<file path="src/rtl/ltssm_pkg.sv">
// Shared symbol encodings, ordered-set IDs and types for the LTSSM receive path.
// Used by os_receiver and (with OS_RX_CONSEC_CNT_EN) os_ts_field_cmp.
package ltssm_pkg;

    typedef enum logic [7:0] {
        K_COM = 8'h1C,
        K_SKP = 8'hDC,
        K_FTS = 8'hFC,
        K_IDL = 8'hF7,
        K_PAD = 8'hBC
    } k_symbols_e;

    localparam logic [7:0] TS1_ID = 8'h4A;
    localparam logic [7:0] TS2_ID = 8'h45;

    typedef enum logic [2:0] {
        OS_NONE,
        OS_TS1,
        OS_TS2,
        OS_SKP,
        OS_FTS,
        OS_EIOS
    } os_type_e;

    typedef enum logic [1:0] {
        ST_HUNT,
        ST_TYPE,
        ST_TS_BODY,
        ST_SHORT_OS
    } os_rx_state_e;

    typedef struct packed {
        logic [7:0] link;
        logic [7:0] lane;
        logic [7:0] nfts;
        logic [7:0] rate;
        logic [7:0] ctrl;
        logic       link_pad;
        logic       lane_pad;
    } ts_fields_t;

endpackage

</file>
<file path="src/rtl/os_ts_field_cmp.sv">
// Remembers symbols 1..5 and type of the last completed TS and flags a repeat.
// Only built when OS_RX_CONSEC_CNT_EN is defined.
`ifdef OS_RX_CONSEC_CNT_EN
module os_ts_field_cmp
    import ltssm_pkg::*;
(
    input  logic       clk,
    input  logic       rst_n,
    input  logic       i_load,
    input  ts_fields_t i_fields,
    input  os_type_e   i_type,
    output logic       o_match
);

    logic       r_valid;
    ts_fields_t r_prev;
    os_type_e   r_prev_type;

    always_ff @(posedge clk) begin
        if (!rst_n) begin
            r_valid <= 1'b0;
        end else if (i_load) begin
            r_valid <= 1'b1;
        end
    end

    // NOTE: payload registers carry no reset; r_valid gates every use of them.
    always_ff @(posedge clk) begin
        if (i_load) begin
            r_prev      <= i_fields;
            r_prev_type <= i_type;
        end
    end

    assign o_match = r_valid && (r_prev == i_fields) && (r_prev_type == i_type);

endmodule
`endif

</file>
<file path="src/rtl/os_receiver.sv">
// Ordered-set receiver: frames TS1/TS2/SKP/FTS/EIOS from a decoded symbol stream.
// Define OS_RX_CONSEC_CNT_EN to build the consecutive-identical-TS counter.
module os_receiver
    import ltssm_pkg::*;
#(
    parameter int unsigned CONSEC_MAX = 15
)(
    input  logic       clk,
    input  logic       rst_n,
    input  logic       rx_valid,
    input  logic [7:0] rx_data,
    input  logic       rx_is_k,
    input  logic       rx_lock,
    output logic       ts1_det,
    output logic       ts2_det,
    output logic [7:0] ts_link,
    output logic [7:0] ts_lane,
    output logic [7:0] ts_nfts,
    output logic [7:0] ts_rate,
    output logic [7:0] ts_ctrl,
    output logic       ts_link_pad,
    output logic       ts_lane_pad,
    output logic       skp_det,
    output logic       fts_det,
    output logic       eios_det,
    output logic       os_err,
    output logic [3:0] ts_consec
);

    os_rx_state_e r_state, w_state_nxt;
    logic [3:0]   r_idx, w_idx_nxt;
    logic [7:0]   r_id, w_id_nxt;
    logic [7:0]   r_short, w_short_nxt;
    ts_fields_t   r_sh, w_sh_nxt;
    ts_fields_t   r_fields;
    os_type_e     r_done, w_done_nxt;
    logic         r_err, w_err;
    logic         w_is_com, w_is_pad, w_sym_ok, w_ts_done;

    assign w_is_com  = rx_is_k && (rx_data == K_COM);
    assign w_is_pad  = rx_is_k && (rx_data == K_PAD);
    assign w_ts_done = (w_done_nxt == OS_TS1) || (w_done_nxt == OS_TS2);

    // NOTE: every always_comb output gets a default first so no latch is inferred.
    always_comb begin
        w_state_nxt = r_state;
        w_idx_nxt   = r_idx;
        w_id_nxt    = r_id;
        w_short_nxt = r_short;
        w_sh_nxt    = r_sh;
        w_done_nxt  = OS_NONE;
        w_err       = 1'b0;
        w_sym_ok    = 1'b0;
        if (!rx_lock) begin
            w_state_nxt = ST_HUNT;
            w_idx_nxt   = '0;
        end else if (rx_valid) begin
            case (r_state)
                ST_HUNT: begin
                    if (w_is_com) begin
                        w_state_nxt = ST_TYPE;
                        w_idx_nxt   = 4'd1;
                    end
                end
                ST_TYPE: begin
                    if (rx_is_k && (rx_data == K_SKP || rx_data == K_FTS || rx_data == K_IDL)) begin
                        w_state_nxt = ST_SHORT_OS;
                        w_idx_nxt   = 4'd2;
                        w_short_nxt = rx_data;
                    end else if (!rx_is_k || w_is_pad) begin
                        w_state_nxt       = ST_TS_BODY;
                        w_idx_nxt         = 4'd2;
                        w_sh_nxt.link     = rx_data;
                        w_sh_nxt.link_pad = w_is_pad;
                    end else begin
                        w_err = 1'b1;
                    end
                end
                ST_TS_BODY: begin
                    w_sym_ok = !rx_is_k;
                    case (r_idx)
                        4'd2: begin
                            w_sym_ok          = !rx_is_k || w_is_pad;
                            w_sh_nxt.lane     = rx_data;
                            w_sh_nxt.lane_pad = w_is_pad;
                        end
                        4'd3: w_sh_nxt.nfts = rx_data;
                        4'd4: w_sh_nxt.rate = rx_data;
                        4'd5: w_sh_nxt.ctrl = rx_data;
                        4'd6: begin
                            w_sym_ok = !rx_is_k && (rx_data == TS1_ID || rx_data == TS2_ID);
                            w_id_nxt = rx_data;
                        end
                        default: w_sym_ok = !rx_is_k && (rx_data == r_id);
                    endcase
                    if (!w_sym_ok) begin
                        w_err = 1'b1;
                    end else if (r_idx == 4'd15) begin
                        w_done_nxt  = (r_id == TS2_ID) ? OS_TS2 : OS_TS1;
                        w_state_nxt = ST_HUNT;
                        w_idx_nxt   = '0;
                    end else begin
                        w_idx_nxt = r_idx + 4'd1;
                    end
                end
                ST_SHORT_OS: begin
                    if (!(rx_is_k && rx_data == r_short)) begin
                        w_err = 1'b1;
                    end else if (r_idx == 4'd3) begin
                        w_state_nxt = ST_HUNT;
                        w_idx_nxt   = '0;
                        case (r_short)
                            K_SKP:   w_done_nxt = OS_SKP;
                            K_FTS:   w_done_nxt = OS_FTS;
                            default: w_done_nxt = OS_EIOS;
                        endcase
                    end else begin
                        w_idx_nxt = r_idx + 4'd1;
                    end
                end
                default: w_state_nxt = ST_HUNT;
            endcase
            // A COM that breaks a set is itself the start of the next one.
            if (w_err) begin
                w_state_nxt = w_is_com ? ST_TYPE : ST_HUNT;
                w_idx_nxt   = w_is_com ? 4'd1 : 4'd0;
            end
        end
    end

    always_ff @(posedge clk) begin
        if (!rst_n) begin
            r_state  <= ST_HUNT;
            r_idx    <= '0;
            r_done   <= OS_NONE;
            r_err    <= 1'b0;
            r_fields <= '0;
        end else begin
            r_state <= w_state_nxt;
            r_idx   <= w_idx_nxt;
            r_done  <= w_done_nxt;
            r_err   <= w_err;
            if (w_ts_done) begin
                r_fields <= r_sh;
            end
        end
    end

    // Capture registers for the set in flight; only committed on completion.
    always_ff @(posedge clk) begin
        r_id    <= w_id_nxt;
        r_short <= w_short_nxt;
        r_sh    <= w_sh_nxt;
    end

`ifdef OS_RX_CONSEC_CNT_EN
    logic       w_match;
    logic [3:0] r_consec;

    os_ts_field_cmp u_cmp (
        .clk      (clk),
        .rst_n    (rst_n),
        .i_load   (w_ts_done),
        .i_fields (r_sh),
        .i_type   (w_done_nxt),
        .o_match  (w_match)
    );

    always_ff @(posedge clk) begin
        if (!rst_n || !rx_lock || w_err) begin
            r_consec <= '0;
        end else if (w_ts_done) begin
            if (!w_match) begin
                r_consec <= 4'd1;
            end else if (r_consec < 4'(CONSEC_MAX)) begin
                r_consec <= r_consec + 4'd1;
            end
        end
    end

    assign ts_consec = r_consec;
`else
    assign ts_consec = 4'd0;
`endif

    assign ts1_det     = (r_done == OS_TS1);
    assign ts2_det     = (r_done == OS_TS2);
    assign skp_det     = (r_done == OS_SKP);
    assign fts_det     = (r_done == OS_FTS);
    assign eios_det    = (r_done == OS_EIOS);
    assign os_err      = r_err;
    assign ts_link     = r_fields.link;
    assign ts_lane     = r_fields.lane;
    assign ts_nfts     = r_fields.nfts;
    assign ts_rate     = r_fields.rate;
    assign ts_ctrl     = r_fields.ctrl;
    assign ts_link_pad = r_fields.link_pad;
    assign ts_lane_pad = r_fields.lane_pad;

endmodule

</file>
<file path="config.mk">
export PLATFORM = sky130hd
export DESIGN_NAME = os_receiver
export DESIGN_NICKNAME = d
export VERILOG_FILES = /design/src/rtl/ltssm_pkg.sv /design/src/rtl/os_ts_field_cmp.sv /design/src/rtl/os_receiver.sv
export SDC_FILE = /design/constraint.sdc
export NUM_CORES = 1
export LEC_CHECK = 0
export ABC_AREA = 1
export BUFFER_PORTS_ARGS = -buffer_cell sky130_fd_sc_hd__buf_2
export CELL_PAD_IN_SITES_DETAIL_PLACEMENT = 0
export CELL_PAD_IN_SITES_GLOBAL_PLACEMENT = 1
export CORE_UTILIZATION = 48
export CTS_BUF_LIST = sky130_fd_sc_hd__clkbuf_4 sky130_fd_sc_hd__clkbuf_8
export DETAILED_ROUTE_END_ITERATION = 8
export PLACE_DENSITY_LB_ADDON = 0.08
export SYNTH_ARGS = -nofsm -noshare
export SYNTH_HDL_FRONTEND = slang
export SYNTH_SLANG_ARGS = --single-unit
</file>
<file path="constraint.sdc">
create_clock -name clk -period 3.6 [get_ports clk]
set_input_delay 0.9 -clock clk [delete_from_list [all_inputs] [get_ports clk]]
set_output_delay 0.9 -clock clk [all_outputs]
set_load 0.01 [all_outputs]
</file>
# Word-level counts from Yosys, hierarchy flattened
# Cells that the tools add are included.
[classes]
addsub = 1
n_eq_ne = 34
mux = 40
n_bitwise = 1
reduce_logical = 25
[ops]
columns = ["operator", "n"]
rows = [
  ["8-bit == test (second input constant)", 6],
  ["4-bit 2-to-1 mux", 8],
  ["8-bit by 7-bit == test with 1-bit output (second input constant)", 3],
  ["4-bit AND reduction", 6],
  ["2-bit 2-to-1 mux", 11],
  ["8-bit == test", 2],
  ["4-bit case mux with 4 select lines", 1],
  ["4-bit by 3-bit == test with 1-bit output (second input constant)", 3],
  ["3-bit 2-to-1 mux", 4],
  ["3-bit inequality test (second input constant)", 4],
  ["3-bit case mux with 2 select lines", 2],
  ["1-bit 2-to-1 mux", 11],
  ["5-bit AND reduction", 2],
  ["3-bit by 2-bit == test with 1-bit output (second input constant)", 3],
  ["4-bit by 2-bit == test with 1-bit output (second input constant)", 2],
  ["8-bit by 5-bit == test with 1-bit output (second input constant)", 1],
  ["2-bit case mux with 4 select lines", 1],
  ["7-bit AND reduction", 1],
  ["3-bit by 1-bit == test with 1-bit output (second input constant)", 2],
  ["3-bit == test (second input constant)", 2],
  ["1-bit logical AND", 6],
  ["1-bit case mux with 3 select lines", 2],
  ["1-bit logical OR", 5],
  ["4-bit by 1-bit adder with 4-bit output (second input constant)", 1],
  ["other kinds (11)", 12],
]
[word_totals]
regBits = 110
input_bits = 13
elab_cells = 121

# Longest topological paths before layout
# Gate-level depths: netlist of run 1.
[depth]
ltp_word = 13
depth_mapped = 18
ltp_nobuf = 16

# Least setup slack after synthesis of run 1
# No wires, ideal clock.
[synth_timing]
kind = "input to register"
start = "input rx_lock"
end = "register r_sh[0] in the netlist's numbering, enable pin"
setup_ns = 0.399
t_arrival_ns = 2.217
required_time_ns = 3.201
setup_slack_ns = 0.984
path_stages = 4
n_path_buf = 0
cell_sequence = "nand2_1 nor2_1 nand2_1 nor4_1"
[synth_via]
elab_chain_len = 1
[synth_rtl]
columns = ["item", "line", "source"]
rows = [
  ["from (decl)", "os_receiver.sv:13", "input logic rx_lock,"],
  ["4-bit AND reduction (no line)", "n/a", ""],
  ["to (signal assigned)", "os_receiver.sv:153", "r_sh <= w_sh_nxt;"],
  ["to (decl)", "os_receiver.sv:34", "ts_fields_t r_sh, w_sh_nxt;"],
]
# Every way passes these cells.
# A chain may end at the register's enable or synchronous reset.

# Worst setup path in the final report of run 1
[layout_timing]
start = "input rx_data[2]"
end = "register r_state[1]"
[layout_via]
elab_chain_len = 13
[layout_rtl]
columns = ["item", "line", "source"]
rows = [
  ["from (decl)", "os_receiver.sv:11", "input logic [7:0] rx_data,"],
  ["8-bit by 7-bit == test with 1-bit output or 8-bit == test (tied branches)", "os_receiver.sv:91, os_receiver.sv:41", ""],
  ["1-bit logical OR or 1-bit logical AND (tied branches)", "os_receiver.sv:91, os_receiver.sv:41", ""],
  ["1-bit logical AND or 1-bit logical OR (tied branches)", "os_receiver.sv:91, os_receiver.sv:70, os_receiver.sv:83", ""],
  ["1-bit case mux with 3 select lines", "os_receiver.sv:81", "case (r_idx)"],
  ["1-bit 2-to-1 mux", "os_receiver.sv:58", "case (r_state)"],
  ["1-bit 2-to-1 mux", "os_receiver.sv:57", "end else if (rx_valid) begin"],
  ["1-bit 2-to-1 mux", "os_receiver.sv:54", "if (!rx_lock) begin"],
  ["1-bit 2-to-1 mux", "os_receiver.sv:96", "if (!w_sym_ok) begin"],
  ["1-bit case mux with 3 select lines", "os_receiver.sv:58", ""],
  ["1-bit 2-to-1 mux", "os_receiver.sv:57", ""],
  ["1-bit 2-to-1 mux", "os_receiver.sv:54", ""],
  ["4-bit inequality test (no line), or another cell as far along", "n/a", ""],
  ["7-bit AND reduction (no line)", "n/a", ""],
  ["to (signal assigned)", "os_receiver.sv:139", "r_state <= w_state_nxt;"],
  ["to (decl)", "os_receiver.sv:30", "os_rx_state_e r_state, w_state_nxt;"],
]
# Several ways; a longest one is shown, not always the timed one. The select of a mux whose other input is x is not followed.

==> impl_metrics.env, run 1 <==
export IMPL_placeableCoreArea_um2=9820
export IMPL_drive_above_1_share=0.169
export IMPL_total_power_w=0.00217
export IMPL_fin_area_um2=5470
export IMPL_area_growth_pct=11.7
export IMPL_count_leader_synth="sky130_fd_sc_hd__nand2_1"
export IMPL_worst_r2r_endpoint="ts_ctrl[4]$_SDFFE_PN0P_"
export IMPL_syn_area_um2=4900
export IMPL_num_io_pins=65
export IMPL_die_area_um2=10600
export IMPL_worst_path_dominant_cell_family="simple AND/OR/NAND/NOR gates"
export IMPL_cellPowerDensity_nw_per_um2=397
export IMPL_worst_path_max_delay_cell="sky130_fd_sc_hd__nor4_1"
export IMPL_post_synthesis_cell_type_with_the_largest_combined_area="sky130_fd_sc_hd__edfxtp_1"
export IMPL_place_area_um2=5260
export IMPL_post_synth_cell_area_avg_um2=8.73
export IMPL_path_cells="buf_2 > nand2_1 > nor3_1 > nand2_1 > nor4_1 > o21ai_1 > inv_1 > o21ai_1 > nand2_1 > o21ai_0 > nand2_1 > inv_1"
export IMPL_tritoncts="built"
export IMPL_floorplan_initialDensity=0.499
export IMPL_critical_path_endpoint="r_state[1]$_SDFFE_PN0P_"
export IMPL_floorplan_die_width_um=103
export IMPL_syn_instance_count=561
export IMPL_peakVddDrop_v=0.000181
export IMPL_yosysWarnings=0
export IMPL_detail_route_drc_violations=0
export IMPL_max_freq_ghz=0.375
export IMPL_buffer_type_at_the_clock_tree_root="sky130_fd_sc_hd__clkbuf_8"
export IMPL_reg2regPathDepth=15
export IMPL_synth_top_cell_area_share=0.356
export IMPL_placementRows=36
export IMPL_setup_tns_ns=0
export IMPL_final_net_count=628
export IMPL_clock_path_buffers=2
export IMPL_r2r_start="r_idx[0]$_SDFFE_PN0P_"
export IMPL_via_count_of_the_first_global_routing_pass=3471
export IMPL_synth_async_reset_ratio=0
export IMPL_critPathRequiredTime_ns=3.87
export IMPL_min_path_cells=2
export IMPL_htree_levels=3
export IMPL_ant_nets=0
export IMPL_postRouteWirelength_um=10300
export IMPL_routed_wire_length_per_instance_um=13.7
export IMPL_globalRoute_totalOverflow=0
export IMPL_ys_ff_latch=110
export IMPL_setup_worst_path_start="rx_data[2]"
export IMPL_postSynth_topFlopCell="sky130_fd_sc_hd__edfxtp_1"
export IMPL_ctsHoldBuffers=0
export IMPL_synth_seq_area_share=0.568
export IMPL_setup_violations=0
export IMPL_path_clk_slew_ns=0.10
export IMPL_gr_usage_all_layers=0.210
export IMPL_cts_buffers=9
export IMPL_fin_crit_sh=0.740
export IMPL_timing_final_crit_period_ns=2.66
export IMPL_routabilityCongestion=0.868
export IMPL_vias=3694
export IMPL_clkLatencyLatePin_ns=0.37
export IMPL_synth_common_cells="sky130_fd_sc_hd__nand2_1, sky130_fd_sc_hd__inv_1, sky130_fd_sc_hd__nor2_1"
export IMPL_p_leak_nw=2.40
export IMPL_synth_edf_count=58
export IMPL_fin_util=0.557
export IMPL_grt_pass1_wl_um=16800
export IMPL_post_cts_buffers=0
export IMPL_grt_setup_unrepaired="false"
export IMPL_worst_setup_path_end_kind="register"
export IMPL_rrSetupSlack_ns=1.12
export IMPL_path_class="input pin to register"
export IMPL_hp_class="register to register"
export IMPL_critical_path_startpoint_type="input pin"
export IMPL_numPortBuffers=60
export IMPL_cp_slowest_stage_delay_ns=0.50
export IMPL_post_detailed_placement_half_perimeter_wirelength_um=6700
export IMPL_detail_route_first_pass_iterations=4
export IMPL_hold_ws_ns=0.481
export IMPL_worst_path_most_repeated_cell="sky130_fd_sc_hd__nand2_1"
export IMPL_path_max_fanout=13
export IMPL_final_hold_violation_count=0
export IMPL_ctsResizeCount=0
export IMPL_cts_sink_count=110
export IMPL_cp_data_arrival_time_ns=2.94
export IMPL_n_antenna_cell=0
export IMPL_cp_num_cells=12
export IMPL_grt_start_max_net_pins=86
export IMPL_drt_iter0_markers=181
export IMPL_status="completed"
export IMPL_vias_per_cell=4.93
export IMPL_synthTopCellsByArea="sky130_fd_sc_hd__edfxtp_1, sky130_fd_sc_hd__dfxtp_1, sky130_fd_sc_hd__nand2_1"
export IMPL_finalMaxSlewViolations=0
export IMPL_timing_worst_slew_pin_value_ns=0.782
export IMPL_path_buf_inv=3
export IMPL_die_y_um=103
export IMPL_synth_cell_type_count=31
export IMPL_antenna_found_initial=0
export IMPL_cap_violations=0
export IMPL_clock_skew_ns=0.0106
export IMPL_slew_headroom=0.477
==> cell type report <==
class | count | area, um^2
well taps | 133 | 166
flip-flops and latches | 110 | 2780
clock buffers | 10 | 131
clock inverters | 6 | 76.3
fillers | 957 | 4350
multi-input cells | 341 | 1630
inverters | 83 | 312
repair buffers | 66 | 370
==> through the flow <==
stage / setup WS (ns) / std cells
4_1_cts: 0.953 / 749
2_1_floorplan: 0.984 / 564
3_5_place_dp: 0.554 / 733
6_report: 0.936 / 749
5_1_grt: 0.675 / 749
3_3_place_gp: 0.650 / 733
==> cell families (layout without fill, tap and decap cells) <==
| kind of cell | count (synthesis) | after routing | synth area share |
|---|---|---|---|
| compound gates | 68 | 68 | 0.0785 |
| xor+xnor | 8 | 8 | 0.0143 |
| fa+ha+maj | 4 | 4 | 0.0102 |
| buf+inv | 113 | 165 | 0.103 |
| flops | 110 | 110 | 0.568 |
| other cells | 1 | 4 | 0.000766 |
| simple gates | 257 | 257 | 0.225 |
==> how the worst min path moves through the flow <==
stage,end,startpoint
finish,ts_link[5]$_SDFFE_PN0P_,ts_link[5]$_SDFFE_PN0P_
floorplan,r_idx[1]$_SDFFE_PN0P_,r_idx[1]$_SDFFE_PN0P_
detailed placement,ts_link[5]$_SDFFE_PN0P_,ts_link[5]$_SDFFE_PN0P_
CTS,ts_link[5]$_SDFFE_PN0P_,ts_link[5]$_SDFFE_PN0P_
global placement,ts_ctrl[2]$_SDFFE_PN0P_,ts_ctrl[2]$_SDFFE_PN0P_
global route,ts_lane[5]$_SDFFE_PN0P_,ts_lane[5]$_SDFFE_PN0P_
==> power breakdown <==
| group | internal, W | switching, W | total, W | leakage [nW] |
|---|---|---|---|---|
| clock network | 0.000343 | 0.000436 | 0.000779 | 0.107 |
| logic | 0.0000194 | 0.0000539 | 0.0000733 | 1.36 |
| registers | 0.00132 | 0.0000000471 | 0.00132 | 0.941 |
==> routing by layer <==
| metal | vias up | track usage | wire length (um) |
|---|---|---|---|
| li1 | 1911 | - | - |
| met1 | 1691 | 0.275 | 4710 |
| met2 | 83 | 0.362 | 4940 |
| met3 | 9 | 0.0332 | 499 |
| met4 | 0 | 0.0607 | 106 |
| met5 | - | 0 | 0 |
==> registers in the layout (all words and copies together) (netlist names) <==
register and count:
ts_lane_pad 1, ts_link_pad 1, ts_rate 8, ts_nfts 8, r_id 8, os_err 1
ts_lane 8, ts_link 8, r_sh 42, r_idx 4, r_state 2, r_short 8
r_done 3, ts_ctrl 8
==> tightest hold or removal path, delay by kind of cell, from the launching register on <==
family | cells | cell delay (ns)
flip-flops | 1 | 0.33
AO/OA/AOI/OAI | 1 | 0.04
AND/OR/NAND/NOR | 1 | 0.08
==> placed cells by master, fill, tap and decap left out, types with 2 or more instances in the layout <==
master and instances:
sky130_fd_sc_hd__dfxtp_1 52, sky130_fd_sc_hd__inv_1 77, sky130_fd_sc_hd__o21ai_1 6, sky130_fd_sc_hd__nor3_1 15, sky130_fd_sc_hd__clkinv_4 2, sky130_fd_sc_hd__ha_1 4, sky130_fd_sc_hd__nand2_1 96, sky130_fd_sc_hd__nor4_1 3
sky130_fd_sc_hd__buf_2 60, sky130_fd_sc_hd__xnor2_1 6, sky130_fd_sc_hd__o21ai_0 7, sky130_fd_sc_hd__nand2_2 2, sky130_fd_sc_hd__buf_12 2, sky130_fd_sc_hd__a21oi_2 10, sky130_fd_sc_hd__edfxtp_1 58, sky130_fd_sc_hd__a21oi_1 43
sky130_fd_sc_hd__nand4_1 8, sky130_fd_sc_hd__xor2_1 2, sky130_fd_sc_hd__inv_6 2, sky130_fd_sc_hd__nor2_1 69, sky130_fd_sc_hd__clkbuf_8 9, sky130_fd_sc_hd__inv_2 6, sky130_fd_sc_hd__nand3_1 59, sky130_fd_sc_hd__buf_4 4
sky130_fd_sc_hd__conb_1 4
(Power assumes the default switching activity.)
==> inputs of run 2 (changes only) <==
--- a/config.mk
+++ b/config.mk
@@ -5,11 +5,11 @@
 export SDC_FILE = /design/constraint.sdc
 export NUM_CORES = 1
 export LEC_CHECK = 0
-export ABC_AREA = 1
+export ABC_AREA = 0
 export BUFFER_PORTS_ARGS = -buffer_cell sky130_fd_sc_hd__buf_2
 export CELL_PAD_IN_SITES_DETAIL_PLACEMENT = 0
 export CELL_PAD_IN_SITES_GLOBAL_PLACEMENT = 1
-export CORE_UTILIZATION = 48
+export CORE_UTILIZATION = 43
 export CTS_BUF_LIST = sky130_fd_sc_hd__clkbuf_4 sky130_fd_sc_hd__clkbuf_8
 export DETAILED_ROUTE_END_ITERATION = 8
 export PLACE_DENSITY_LB_ADDON = 0.08
==> constraint.sdc (replaced) <==
create_clock -name clk -period 2.42 [get_ports clk]
set_input_delay 0.605 -clock clk [delete_from_list [all_inputs] [get_ports clk]]
set_output_delay 0.605 -clock clk [all_outputs]
set_load 0.01 [all_outputs]
==> run 2 against run 1 <==
The run now ends with setup timing left. Sequential cell count is the same. Area after synthesis shrank 6.5%. Synthesized cell count shrank 37%. Wire length shrank 1.2%. Register-to-register slack lost 1.2 ns. Clock skew grew 0.0015 ns. First-iteration DRC count shrank 8.3%. Total power grew 46%. Combinational power grew 84%. Sequential power grew 48%. Largest power group unchanged.
==> impl_metrics.env, run 2 <==
export IMPL_status="finished, violations left"
export IMPL_violations="setup timing"
export IMPL_cap_violations=0
export IMPL_post_detailed_placement_half_perimeter_wirelength_um=7400
export IMPL_synth_edf_count=58
export IMPL_post_synth_cell_area_avg_um2=13.0
export IMPL_finalMaxSlewViolations=0
export IMPL_n_antenna_cell=0
export IMPL_clock_path_buffers=2
export IMPL_path_class="input pin to register"
export IMPL_die_y_um=105
export IMPL_place_area_um2=5450
export IMPL_synth_cell_type_count=51
export IMPL_grt_start_max_net_pins=43
export IMPL_fin_util=0.553
export IMPL_grt_setup_unrepaired="true"
export IMPL_critical_path_startpoint_type="input pin"
export IMPL_path_cells="buf_2 > buf_4 > xnor2_1 > nand4_1 > or4_4 > a2111oi_4 > clkbuf_16 > buf_12 > mux2i_2 > nor2b_1"
export IMPL_detail_route_drc_violations=0
export IMPL_postRouteWirelength_um=10100
export IMPL_worst_path_dominant_cell_family="buffers and inverters"
export IMPL_worst_r2r_endpoint="ts_nfts[7]$_SDFFE_PN0P_"
export IMPL_placeableCoreArea_um2=10300
export IMPL_cts_sink_count=110
export IMPL_rrSetupSlack_ns=-0.04
export IMPL_antenna_found_initial=0
export IMPL_clock_skew_ns=0.0120
export IMPL_synth_top_cell_area_share=0.380
export IMPL_p_leak_nw=2.10
export IMPL_path_buf_inv=4
export IMPL_syn_area_um2=4580
export IMPL_fillCellCount=914
export IMPL_min_path_cells=2
export IMPL_setup_violations=25
export IMPL_fin_crit_sh=1.02
export IMPL_path_clk_slew_ns=0.09
export IMPL_buffer_type_at_the_clock_tree_root="sky130_fd_sc_hd__clkbuf_8"
export IMPL_post_layout_nonfiller_instances=610
export IMPL_final_hold_violation_count=0
export IMPL_timing_final_crit_period_ns=2.47
export IMPL_floorplan_initialDensity=0.443
export IMPL_largest_register="r_sh"
export IMPL_reg2regPathDepth=10
export IMPL_drt_iter0_markers=166
export IMPL_placementRows=37
export IMPL_timing_final_ws_setup_ns=-0.0510
export IMPL_yosysWarnings=0
export IMPL_setup_worst_path_start="rx_data[5]"
export IMPL_mostFrequentLayoutCell="sky130_fd_sc_hd__buf_2"
export IMPL_tritoncts="built"
export IMPL_detail_route_first_pass_iterations=4
export IMPL_post_synthesis_cell_type_with_the_largest_combined_area="sky130_fd_sc_hd__edfxtp_1"
export IMPL_timing_worst_slew_pin_value_ns=0.593
export IMPL_dpl_cells=591
export IMPL_via_count_of_the_first_global_routing_pass=3039
export IMPL_r2r_start="r_idx[0]$_SDFFE_PN0P_"
export IMPL_cellPowerDensity_nw_per_um2=553
export IMPL_path_max_fanout=13
export IMPL_syn_instance_count=352
export IMPL_grt_pass1_wl_um=16100
export IMPL_worst_path_max_delay_cell="sky130_fd_sc_hd__or4_4"
export IMPL_routed_wire_length_per_instance_um=16.6
export IMPL_seqCellArea_um2=2780
export IMPL_synthTopCellsByArea="sky130_fd_sc_hd__edfxtp_1, sky130_fd_sc_hd__dfxtp_1, sky130_fd_sc_hd__mux2i_1"
export IMPL_htree_levels=3
export IMPL_cp_slowest_stage_delay_ns=0.47
export IMPL_postSynth_topFlopCell="sky130_fd_sc_hd__edfxtp_1"
export IMPL_max_freq_ghz=0.405
export IMPL_combined_area_of_the_multi_input_logic_cells_um2=1690
export IMPL_count_leader_synth="sky130_fd_sc_hd__edfxtp_1"
export IMPL_num_io_pins=65
export IMPL_synth_seq_area_share=0.608
export IMPL_critPathRequiredTime_ns=2.69
export IMPL_final_net_count=486
export IMPL_cts_buffers=9
export IMPL_worst_setup_path_end_kind="register"
export IMPL_area_growth_pct=24.7
export IMPL_peakVddDrop_v=0.000256
export IMPL_die_area_um2=11100
export IMPL_clkLatencyLatePin_ns=0.38
export IMPL_drive_above_1_share=0.325
export IMPL_fin_area_um2=5710
export IMPL_hold_ws_ns=0.513
export IMPL_hp_class="register to register"
export IMPL_ys_ff_latch=110
export IMPL_largest_register_ffs=42
export IMPL_ctsHoldBuffers=0
export IMPL_vias_per_cell=5.01
export IMPL_vias=3054
export IMPL_numPortBuffers=60
export IMPL_synth_async_reset_ratio=0
export IMPL_mostFrequentLayoutCells="sky130_fd_sc_hd__buf_2, sky130_fd_sc_hd__edfxtp_1, sky130_fd_sc_hd__buf_4"
export IMPL_globalRoute_totalOverflow=0
export IMPL_floorplan_die_width_um=105
export IMPL_cp_data_arrival_time_ns=2.74
export IMPL_gr_usage_all_layers=0.193
export IMPL_hold_worst_path_end="ts_nfts[1]$_SDFFE_PN0P_"
export IMPL_synth_common_cells="sky130_fd_sc_hd__edfxtp_1, sky130_fd_sc_hd__dfxtp_1, sky130_fd_sc_hd__nor2b_1"
export IMPL_slew_headroom=0.599
export IMPL_ant_nets=0
export IMPL_routabilityCongestion=0.813
export IMPL_hold_path_startpoint="r_sh[19]$_DFFE_PP_"
export IMPL_setup_tns_ns=-0.609
run 2: changes by cell type in the layout (fill, tap and decap cells not counted), sizes merged, moves of 9 or more:
| cell | delta |
|---|---|
| a21oi | -44 |
| nor2b | +45 |
| inv | -78 |
| nand2 | -87 |
| nor2 | -63 |
| buf | +55 |
| nand3 | -50 |
| mux2i | +42 |
| nor3 | -9 |
run 2: kinds of logic (layout without fill, tap and decap cells):
kind of cell	Yosys count	in the layout	synth area share
buf+inv	25	144	0.0322
xor+xnor	16	16	0.0306
flops	110	110	0.608
fa+ha+maj	4	4	0.0109
compound gates	33	33	0.0599
simple gates	121	121	0.166
mux	42	42	0.0918
other cells	1	4	0.000819
run 2: area by class of cell:
type / count / share of cell area
clock buffer: 11 / 0.0254
clock inverter: 5 / 0.00723
inverter: 5 / 0.00329
multi-input combinational: 220 / 0.295
sequential: 110 / 0.488
tap: 136 / 0.0298
timing repair buffer: 123 / 0.151
run 2: what timing repair did:
action                     in CTS  in global routing
setup endpoints to repair       6                 46
gates cloned                    0                  1
setup buffers                   0                  2
gates resized for setup         2                  8
pin swaps                       0                  2
run 2: report_power, final:
group	total, W	internal [W]	switching, W
registers	0.00196	0.00196	0.0000000555
logic	0.000135	0.0000573	0.0000782
clock network	0.00106	0.000428	0.000634
run 2: how the worst max path moves through the flow:
stage,cells after the start,end
floorplan,8,ts_ctrl[0]$_SDFFE_PN0P_
global placement,9,ts_link[1]$_SDFFE_PN0P_
detailed placement,9,ts_lane[2]$_SDFFE_PN0P_
CTS,11,ts_lane[2]$_SDFFE_PN0P_
global route,10,ts_nfts[1]$_SDFFE_PN0P_
finish,10,ts_nfts[7]$_SDFFE_PN0P_
run 2: per-layer routing:
metal  part of all wire  vias to the layer above  track usage
li1                   -                     1503            -
met1               0.47                     1476        0.246
met2               0.49                       65        0.330
met3              0.031                       10       0.0405
met4              0.013                        0       0.0573
met5                  0                        -            0
run 2: through the flow:
step	worst slack, ns	total power (W)
2_1_floorplan	-0.229	0.00206
3_3_place_gp	-0.359	0.00214
3_5_place_dp	-0.423	0.00214
4_1_cts	-0.00867	0.00319
5_1_grt	-0.141	0.00326
6_report	-0.0510	0.00315
run 2: worst min-delay path: cells and delay by family (launching register included):
kind / cells / cell delay (ns)
DFF: 1 / 0.33
and+or+nand+nor: 1 / 0.09
muxes: 1 / 0.06
==> inputs of run 3 (changes only) <==
==> constraint.sdc (replaced) <==
create_clock -name clk -period 2.15 [get_ports clk]
set_input_delay 0.5375 -clock clk [delete_from_list [all_inputs] [get_ports clk]]
set_output_delay 0.5375 -clock clk [all_outputs]
set_load 0.01 [all_outputs]
==> run 3 against run 2 <==
Die area unchanged. Total power rose by 19%. Clock skew is 0.0020 ns lower. Largest power group unchanged. The run still ends with setup timing left. Non-clock buffer count rose by 6. First-iteration DRC count decreased by 27%. Highest routed layer unchanged. Worst hold slack got worse by 0.027 ns. Sequential cell count did not move. Via count down 0.26%. Critical path type is now register to register.
==> impl_metrics.env, run 3 (synthesis results as in run 2) <==
export IMPL_gr_usage_all_layers=0.197
export IMPL_htree_levels=3
export IMPL_clock_skew_ns=0.00998
export IMPL_floorplan_die_width_um=105
export IMPL_num_io_pins=65
export IMPL_fillCellCount=891
export IMPL_largest_register_ffs=42
export IMPL_detail_route_first_pass_iterations=4
export IMPL_numPortBuffers=60
export IMPL_routed_wire_length_per_instance_um=17.0
export IMPL_post_detailed_placement_half_perimeter_wirelength_um=7500
export IMPL_timing_final_crit_period_ns=2.44
export IMPL_share_clk_of_total_power=0.370
export IMPL_violations="setup timing"
export IMPL_antenna_found_initial=0
export IMPL_routabilityCongestion=0.820
export IMPL_buffer_type_at_the_clock_tree_root="sky130_fd_sc_hd__clkbuf_8"
export IMPL_hp_class="input pin to register"
export IMPL_clock_path_buffers=2
export IMPL_fin_area_um2=5890
export IMPL_worst_setup_path_end_kind="register"
export IMPL_p_leak_nw=2.16
export IMPL_mostFrequentLayoutCell="sky130_fd_sc_hd__buf_4"
export IMPL_cell_internal_pwr_w=0.00296
export IMPL_path_class="register to register"
export IMPL_cap_violations=0
export IMPL_final_net_count=492
export IMPL_ant_nets=0
export IMPL_fin_crit_sh=1.13
export IMPL_place_area_um2=5500
export IMPL_placeableCoreArea_um2=10300
export IMPL_power_share_sequential=0.587
export IMPL_drive_above_1_share=0.350
export IMPL_die_y_um=105
export IMPL_cts_buffers=9
export IMPL_grt_start_max_net_pins=42
export IMPL_final_hold_violation_count=0
export IMPL_finalMaxSlewViolations=0
export IMPL_die_area_um2=11100
export IMPL_timing_worst_slew_pin_value_ns=0.596
export IMPL_cellPowerDensity_nw_per_um2=637
export IMPL_hold_ws_ns=0.486
export IMPL_largest_register="r_sh"
export IMPL_vias=3046
export IMPL_status="finished, violations left"
export IMPL_timing_final_ws_setup_ns=-0.285
export IMPL_critPathRequiredTime_ns=2.43
export IMPL_area_growth_pct=28.6
export IMPL_setup_violations=43
export IMPL_globalRoute_totalOverflow=0
export IMPL_path_clk_slew_ns=0.10
export IMPL_floorplan_initialDensity=0.443
export IMPL_path_max_fanout=9
export IMPL_mostFrequentLayoutCells="sky130_fd_sc_hd__buf_4, sky130_fd_sc_hd__buf_2, sky130_fd_sc_hd__edfxtp_1"
export IMPL_postRouteWirelength_um=10500
export IMPL_critical_path_startpoint_type="register"
export IMPL_cp_data_arrival_time_ns=2.71
export IMPL_detail_route_drc_violations=0
export IMPL_tritoncts="built"
export IMPL_placementRows=37
export IMPL_peakVddDrop_v=0.000312
export IMPL_fin_util=0.570
export IMPL_combPwrFrac=0.043
export IMPL_switching_share=0.211
export IMPL_setup_tns_ns=-10.86
export IMPL_max_freq_ghz=0.411
export IMPL_via_count_of_the_first_global_routing_pass=3008
export IMPL_grt_pass1_wl_um=16200
export IMPL_clkLatencyLatePin_ns=0.37
export IMPL_dpl_ws_ns=-0.581
export IMPL_vias_per_cell=4.94
export IMPL_grt_setup_unrepaired="true"
export IMPL_drt_iter0_markers=122
export IMPL_power_switching_w=0.000790
export IMPL_n_antenna_cell=0
export IMPL_cts_sink_count=110
export IMPL_slew_headroom=0.597
run 3: changes by cell type in the layout (fill, tap and decap cells not counted), sizes merged:
cell and change:
buf +7, bufinv +2, clkbuf -1, clkinv -1, inv -1
run 3: worst paths after layout:
| path | from | endpoint | slack [ns] | depth (start not counted) |
|---|---|---|---|---|
| setup / recovery | r_idx[0]$_SDFFE_PN0P_ | ts_link[7]$_SDFFE_PN0P_ | -0.29 | 10 |
| hold / removal | rx_data[3] | r_sh[5]$_DFFE_PP_ | 0.49 | 1 |
| setup reg to reg | r_idx[0]$_SDFFE_PN0P_ | ts_link[7]$_SDFFE_PN0P_ | -0.29 | 10 |
| hold reg to reg | r_sh[22]$_DFFE_PP_ | ts_nfts[4]$_SDFFE_PN0P_ | 0.51 | 2 |
run 3: metrics by stage:
| stage | total power [W] | cells |
|---|---|---|
| finish | 0.00375 | 616 |
| global route | 0.00385 | 616 |
| CTS | 0.00377 | 614 |
| detailed placement | 0.00241 | 594 |
| global placement | 0.00241 | 594 |
| floorplan | 0.00232 | 355 |
run 3: layer usage:
layer	wire (um)	up-vias	track usage	part of all wire
met2	5220	45	0.335	0.50
met3	247	12	0.0274	0.024
met1	4860	1479	0.250	0.46
met4	175	0	0.0835	0.017
met5	0	-	0	0
li1	-	1510	-	-
run 3: worst max-delay path: stages, from the launching register on:
cell and delay (ns):
sky130_fd_sc_hd__dfxtp_2 0.34, sky130_fd_sc_hd__inv_2 0.05, sky130_fd_sc_hd__ha_4 0.15, sky130_fd_sc_hd__nand3b_1 0.17, sky130_fd_sc_hd__nand4_1 0.11, sky130_fd_sc_hd__or4_4 0.47
sky130_fd_sc_hd__a2111oi_4 0.42, sky130_fd_sc_hd__buf_12 0.21, sky130_fd_sc_hd__clkbuf_16 0.16, sky130_fd_sc_hd__mux2i_1 0.18, sky130_fd_sc_hd__nor2b_1 0.06
run 3: area by class of cell:
| class | count | area (um^2) | area share |
|---|---|---|---|
| Clock buffer | 11 | 139 | 0.0236 |
| Tap cell | 136 | 170 | 0.0289 |
| Multi-Input combinational cell | 220 | 1740 | 0.296 |
| Clock inverter | 5 | 82.6 | 0.0140 |
| Sequential cell | 110 | 2780 | 0.473 |
| Timing Repair Buffer | 129 | 948 | 0.161 |
| Inverter | 5 | 18.8 | 0.00319 |
run 3: timing repair:
item,4_1_cts,5_1_grt
pin swaps,3,4
setup buffers,3,1
cloned,1,1
gates resized for setup,14,8
setup endpoints to repair,50,52
hold buffers,0,0
run 3: power groups by stage:
| stage | clock network, W | registers (W) | logic, W |
|---|---|---|---|
| 6_report | 0.00139 | 0.00220 | 0.000161 |
| 5_1_grt | 0.00147 | 0.00220 | 0.000172 |
| 4_1_cts | 0.00141 | 0.00220 | 0.000160 |
| 3_5_place_dp | 0 | 0.00225 | 0.000157 |
| 3_3_place_gp | 0 | 0.00225 | 0.000155 |
| 2_1_floorplan | 0 | 0.00225 | 0.0000679 |
